==> src/rtl/rgb_clip_pack_scheduler.sv <==
// Clips the six conversion results of a pixel pair through one shared clipper and
// writes them as three packed 16-bit words into the RGB segment of SRAM.
module rgb_clip_pack_scheduler #(
  parameter int ADDR_W    = 18,
  parameter int RGB_BASE  = 146944,
  parameter int NUM_PAIRS = 38400
) (
  input  logic              Clock,
  input  logic              Reset,
  input  logic              start,
  input  logic              in_valid,
  output logic              in_ready,
  input  logic [15:0]       R0,
  input  logic [15:0]       G0,
  input  logic [15:0]       B0,
  input  logic [15:0]       R1,
  input  logic [15:0]       G1,
  input  logic [15:0]       B1,
  output logic [ADDR_W-1:0] SRAM_address,
  output logic [15:0]       SRAM_write_data,
  output logic              SRAM_we_n,
  output logic              busy,
  output logic              done
);

  localparam int PAIR_W = (NUM_PAIRS > 1) ? $clog2(NUM_PAIRS) : 1;

  typedef enum logic [1:0] {S_IDLE, S_WAIT_IN, S_CLIP, S_DONE} state_t;

  state_t                state_q, state_d;
  logic [2:0]            phase_q, phase_d;
  logic [ADDR_W-1:0]     word_cnt_q, word_cnt_d;
  logic [PAIR_W-1:0]     pair_cnt_q, pair_cnt_d;
  logic [ADDR_W-1:0]     addr_q, addr_d;
  logic [15:0]           data_q, data_d;
  logic                  we_n_q, we_n_d;
  logic                  busy_q, busy_d;
  logic                  done_q, done_d;
  logic [5:0][15:0]      vals_q, vals_d;
  logic [7:0]            hold_q, hold_d;
  logic [15:0]           clip_in;
  logic [7:0]            clip_out;

  // Values within 8 of the byte range are treated as small under/overshoot.
  function automatic logic [7:0] clip8(input logic [15:0] v);
    if (v[15:8] == 8'hFF && v[7:0] >= 8'hF8) begin
      return 8'h00;
    end else if (v[15:8] == 8'h01 && v[7:0] <= 8'd8) begin
      return 8'hFF;
    end else begin
      return v[7:0];
    end
  endfunction

  always_comb begin
    clip_in = vals_q[5];
    case (phase_q)
      3'd0:    clip_in = vals_q[0];
      3'd1:    clip_in = vals_q[1];
      3'd2:    clip_in = vals_q[2];
      3'd3:    clip_in = vals_q[3];
      3'd4:    clip_in = vals_q[4];
      default: clip_in = vals_q[5];
    endcase
  end

  assign clip_out = clip8(clip_in);
  assign in_ready = (state_q == S_WAIT_IN);

  always_comb begin
    state_d    = state_q;
    phase_d    = phase_q;
    word_cnt_d = word_cnt_q;
    pair_cnt_d = pair_cnt_q;
    addr_d     = addr_q;
    data_d     = data_q;
    we_n_d     = 1'b1;
    busy_d     = busy_q;
    done_d     = 1'b0;
    vals_d     = vals_q;
    hold_d     = hold_q;
    case (state_q)
      S_IDLE: begin
        if (start) begin
          word_cnt_d = '0;
          pair_cnt_d = '0;
          busy_d     = 1'b1;
          state_d    = S_WAIT_IN;
        end
      end
      S_WAIT_IN: begin
        if (in_valid) begin
          vals_d  = {B1, G1, R1, B0, G0, R0};
          phase_d = 3'd0;
          state_d = S_CLIP;
        end
      end
      S_CLIP: begin
        phase_d = phase_q + 3'd1;
        if (!phase_q[0]) begin
          hold_d = clip_out;
        end else begin
          data_d     = {hold_q, clip_out};
          addr_d     = ADDR_W'(RGB_BASE) + word_cnt_q;
          we_n_d     = 1'b0;
          word_cnt_d = word_cnt_q + ADDR_W'(1);
        end
        if (phase_q == 3'd5) begin
          phase_d    = 3'd0;
          pair_cnt_d = pair_cnt_q + PAIR_W'(1);
          state_d    = (pair_cnt_q == PAIR_W'(NUM_PAIRS - 1)) ? S_DONE : S_WAIT_IN;
        end
      end
      S_DONE: begin
        done_d  = 1'b1;
        busy_d  = 1'b0;
        state_d = S_IDLE;
      end
      default: state_d = S_IDLE;
    endcase
  end

  // Control and output registers
  always_ff @(posedge Clock) begin
    if (Reset) begin
      state_q    <= S_IDLE;
      phase_q    <= 3'd0;
      word_cnt_q <= '0;
      pair_cnt_q <= '0;
      addr_q     <= ADDR_W'(RGB_BASE);
      data_q     <= 16'h0000;
      we_n_q     <= 1'b1;
      busy_q     <= 1'b0;
      done_q     <= 1'b0;
    end else begin
      state_q    <= state_d;
      phase_q    <= phase_d;
      word_cnt_q <= word_cnt_d;
      pair_cnt_q <= pair_cnt_d;
      addr_q     <= addr_d;
      data_q     <= data_d;
      we_n_q     <= we_n_d;
      busy_q     <= busy_d;
      done_q     <= done_d;
    end
  end

  // Captured pair and even-phase byte
  always_ff @(posedge Clock) begin
    vals_q <= vals_d;
    hold_q <= hold_d;
  end

  assign SRAM_address    = addr_q;
  assign SRAM_write_data = data_q;
  assign SRAM_we_n       = we_n_q;
  assign busy            = busy_q;
  assign done            = done_q;

endmodule
==> config.mk <==
export PLATFORM = sky130hd
export DESIGN_NAME = rgb_clip_pack_scheduler
export DESIGN_NICKNAME = d
export VERILOG_FILES = /design/src/rtl/rgb_clip_pack_scheduler.sv
export SDC_FILE = /design/constraint.sdc
export NUM_CORES = 1
export LEC_CHECK = 0
export CAP_MARGIN = 10
export CORE_MARGIN = 10
export CORE_UTILIZATION = 60
export DETAILED_ROUTE_END_ITERATION = 10
export DONT_BUFFER_PORTS = 1
export GPL_TIMING_DRIVEN = 0
export PLACE_DENSITY_LB_ADDON = 0.05
export SLEW_MARGIN = 20
export SYNTH_ARGS = -nofsm -noshare
export SYNTH_HDL_FRONTEND = slang
export SYNTH_SLANG_ARGS = --single-unit
==> constraint.sdc <==
create_clock -name Clock -period 3.67 [get_ports Clock]
set_input_delay 0.367 -clock Clock [delete_from_list [all_inputs] [get_ports Clock]]
set_output_delay 0.367 -clock Clock [all_outputs]
set_load 0.02 [all_outputs]
==> results.py <==
metrics = {
    "logic_synthesis": {
        "yosys-top-cells-area": "edfxtp_1 (42%), dfxtp_1 (20%), nor2_1 (3.6%), nand2_1 (3.0%), xor2_1 (2.9%)",
        "synth_top_area_share_pct": 41.9,
        "synth_top_family_by_area": "simple AND/OR/NAND/NOR gates",
        "yosys.cell_count.top_type": "edfxtp_1",
        "synthCells": 627,
        "synth_top_area_cell": "edfxtp_1",
        "synth_edf_count": 104,
        "ys_ff_latch": 180,
        "synth_compound_area_share_pct": 11.8,
        "synthMuxAreaShare_pct": 1.86,
        "syn-num-nets": 732,
        "yosys-top-cells-count": "edfxtp_1 (104), dfxtp_1 (76), nor2_1 (72)",
        "synth.distinct_cells": 73,
        "yosysWarnings": 0,
        "synthAdderAreaFrac_pct": 0.839,
        "syn-cell-area_sq_um": 7460,
        "ys_async_sr_fraction_pct": 0,
        "synth-xor-area-share_pct": 3.88,
        "syn-mean-instance-area_sq_um": 11.9,
        "synthFlopType": "edfxtp_1",
        "synth-simple-area-share_pct": 15.5,
        "seq_area_frac_synth_pct": 62.3,
    },
    "clock_network": {
        "clock_latency_ps": 430,
        "cts_made_buffers": 17,
        "cts_hold_buffers": 0,
        "post_cts_buffers": 0,
        "clk_path_buf_depth": 2,
        "cts.sinks": 180,
        "root_buffer": "clkbuf_16",
        "clk_pin_slew_ps": 60,
        "htree_levels": 4,
        "cts_tree": "done",
        "cts.repair.resized": 0,
    },
    "drt": {
        "wl_microns": 16300,
        "drt.antenna.violating_nets": 0,
        "vias": 4704,
        "drt_iter0_markers": 393,
        "dr.pass1.iters": 5,
        "wl_per_cell_microns": 19.7,
        "drc": 0,
        "vias_per_cell": 5.69,
    },
    "run": {
        "maxCapViolCount": 0,
    },
    "critical_path": {
        "r2r_end": "hold_q[1]",
        "critPathMaxFanout": 10,
        "r2r_start": "phase_q[2]",
        "cp-start-kind": "register",
        "ff2ff_setup_slack_ps": 280,
        "rr_worst_depth": 13,
        "critical_path_arrival_ps": 3570,
        "path_class": "register to register",
        "setup.worst_path.start": "phase_q[2]",
        "cp.required_ps": 3850,
        "crit_path_end_kind": "register",
    },
    "placed_design": {
        "port_buffers": 0,
        "gp_congestion": 0.815,
        "placed_area_sq_um": 7700,
        "post-dp-hpwl_microns": 12000,
        "place_ws_ps": 342,
    },
    "sta": {
        "drv_slew": 0,
        "fin_crit_ps": 3390,
        "setup_viol": 0,
        "worst_pin_slew_ps": 731,
        "rsz0062_at_grt": "false",
        "setup_slack_ps": 282,
        "fmax_mhz": 295,
        "holdWs_ps": 30.4,
        "finalHoldViolations": 0,
        "relSlewSlack_pct": 51.1,
        "final.setup.tns_ps": 0,
        "fin_crit_sh_pct": 92.3,
        "skew_ps": 6.88,
    },
    "die": {
        "initial_utilization_pct": 61.6,
        "dieWidth_microns": 131,
        "rows": 40,
        "die_h_microns": 131,
        "fp.coreArea_sq_um": 12100,
        "io_pins": 138,
        "dieArea_sq_um": 17300,
    },
    "global_routing": {
        "grt-ovfl-total": 0,
        "antenna_found_initial": 7,
        "grt_max_degree": 54,
        "grt_pass1_wl_microns": 25600,
        "track_usage_pct": 18.8,
        "first_global_vias": 4754,
    },
    "worst_hold_path": {
        "hold_path_end": "vals_q[84]",
        "min_path_type": "input pin to register",
        "holdPathStages": 0,
        "worstHoldStart": "B1[4]",
    },
    "final_layout": {
        "area_growth_pct": 10.3,
        "fin_nets": 752,
        "drive_gt1_share_pct": 12.0,
        "n_fill_cell": 946,
        "final_area_sq_um": 8220,
        "finish.utilization_pct": 67.9,
    },
    "pwr": {
        "p_sw_share_pct": 20.8,
        "power_frac_clock_pct": 40.9,
        "powerDensity_nw_per_um2": 484,
        "power.net_switching_uw": 829,
        "pwr-share-seq_pct": 55.5,
        "leakage_uw": 0.00279,
        "pwr-share-comb_pct": 3.6,
        "intPower_uw": 3150,
        "irDropWorstVdd_uv": 318,
    },
    "outcome": {
        "status": "finished clean",
    },
}
## metal layers
| metal | up-vias | wire length, microns | part of all wire (%) | global-route usage (%) |
|---|---|---|---|---|
| li1 | 2320 | - | - | - |
| met1 | 2221 | 6510 | 40 | 20.3 |
| met2 | 134 | 8110 | 50 | 31.8 |
| met3 | 23 | 1430 | 8.8 | 8.96 |
| met4 | 6 | 193 | 1.2 | 5.81 |
| met5 | - | 40 | 0.25 | 0 |
## state kept, by name, indices dropped and copies added, names as in the netlist
signal and cells:
busy 1, SRAM_address 18, SRAM_we_n 1, vals_q 96
state_q 2, pair_cnt_q 16, done 1, phase_q 3
hold_q 8, SRAM_write_data 16, word_cnt_q 18
## layout by cell type (no fill, tap or decap), types with 5 or more instances in the layout
| master | synthesis | final |
|---|---|---|
| nand4_1 | 9 | 9 |
| dfxtp_1 | 76 | 76 |
| buf_6 | 5 | 5 |
| and3b_1 | 5 | 5 |
| xnor2_1 | 8 | 8 |
| clkbuf_1 | 14 | 16 |
| nor2b_1 | 10 | 10 |
| nor3_1 | 6 | 6 |
| edfxtp_1 | 104 | 104 |
| mux2_1 | 5 | 5 |
| xor2_1 | 25 | 25 |
| a211o_1 | 5 | 5 |
| o21ai_0 | 11 | 11 |
| buf_4 | 6 | 6 |
| ha_1 | 5 | 5 |
| nand3b_1 | 11 | 11 |
| a22oi_1 | 15 | 15 |
| a21oi_1 | 38 | 38 |
| inv_1 | 14 | 13 |
| nor2_1 | 72 | 72 |
| o311ai_1 | 7 | 7 |
| nand2_1 | 60 | 60 |
| a211oi_1 | 5 | 5 |
| o21ai_1 | 9 | 9 |
| or3_1 | 5 | 5 |
| o211ai_1 | 10 | 10 |
| and3_1 | 6 | 6 |
| nand3_1 | 12 | 12 |
| clkbuf_16 | 0 | 17 |
## through the flow
step | total power (uW) | std cells
floorplan | 2360 | 627
global placement | 2390 | 795
detailed placement | 2400 | 796
CTS | 4000 | 826
global route | 4110 | 827
finish | 3980 | 827
## final cells by class
class / instances / area (sq um) / area share [%]
Sequential cell: 180 / 4640 / 56.5
Multi-Input combinational cell: 397 / 2520 / 30.7
Clock buffer: 19 / 433 / 5.26
Buffer: 34 / 231 / 2.81
Tap cell: 168 / 210 / 2.56
Clock inverter: 11 / 90.1 / 1.10
Inverter: 16 / 62.6 / 0.761
Timing Repair Buffer: 1 / 27.5 / 0.335
Antenna cell: 1 / 2.50 / 0.0304
## power by group through the flow
stage	combinational, uW	clock [uW]	sequential, uW
after floorplan	106	0	2250
final	145	1630	2210
after detailed placement	145	0	2250
after CTS	146	1650	2210
after global routing	159	1740	2210
after global placement	138	0	2260
## worst max-delay path by stage
stage	end	slack, ps	depth (start not counted)
4_1_cts	hold_q[1]	320	13
3_5_place_dp	hold_q[1]	340	13
5_1_grt	hold_q[1]	130	13
2_1_floorplan	vals_q[0]	320	3
6_report	hold_q[1]	280	13
3_3_place_gp	vals_q[40]	-490	3
## critical path: stages (launching register included)
cell and delay (ps):
dfxtp_1 380, inv_2 170, buf_2 280, ha_1 200, buf_4 180, clkbuf_1 410, a22oi_1 180, o211ai_1 150
o21ai_0 200, nor4_1 220, nand3_1 210, nor2_2 310, buf_6 180, nor2_1 60
## kinds of logic after synthesis
family | after synthesis
mux | 12
compound gates | 125
xor+xnor | 33
fa+ha+maj | 5
flops | 180
simple gates | 222
buf+inv | 50
Note: power is estimated with default switching activity, not from simulation.
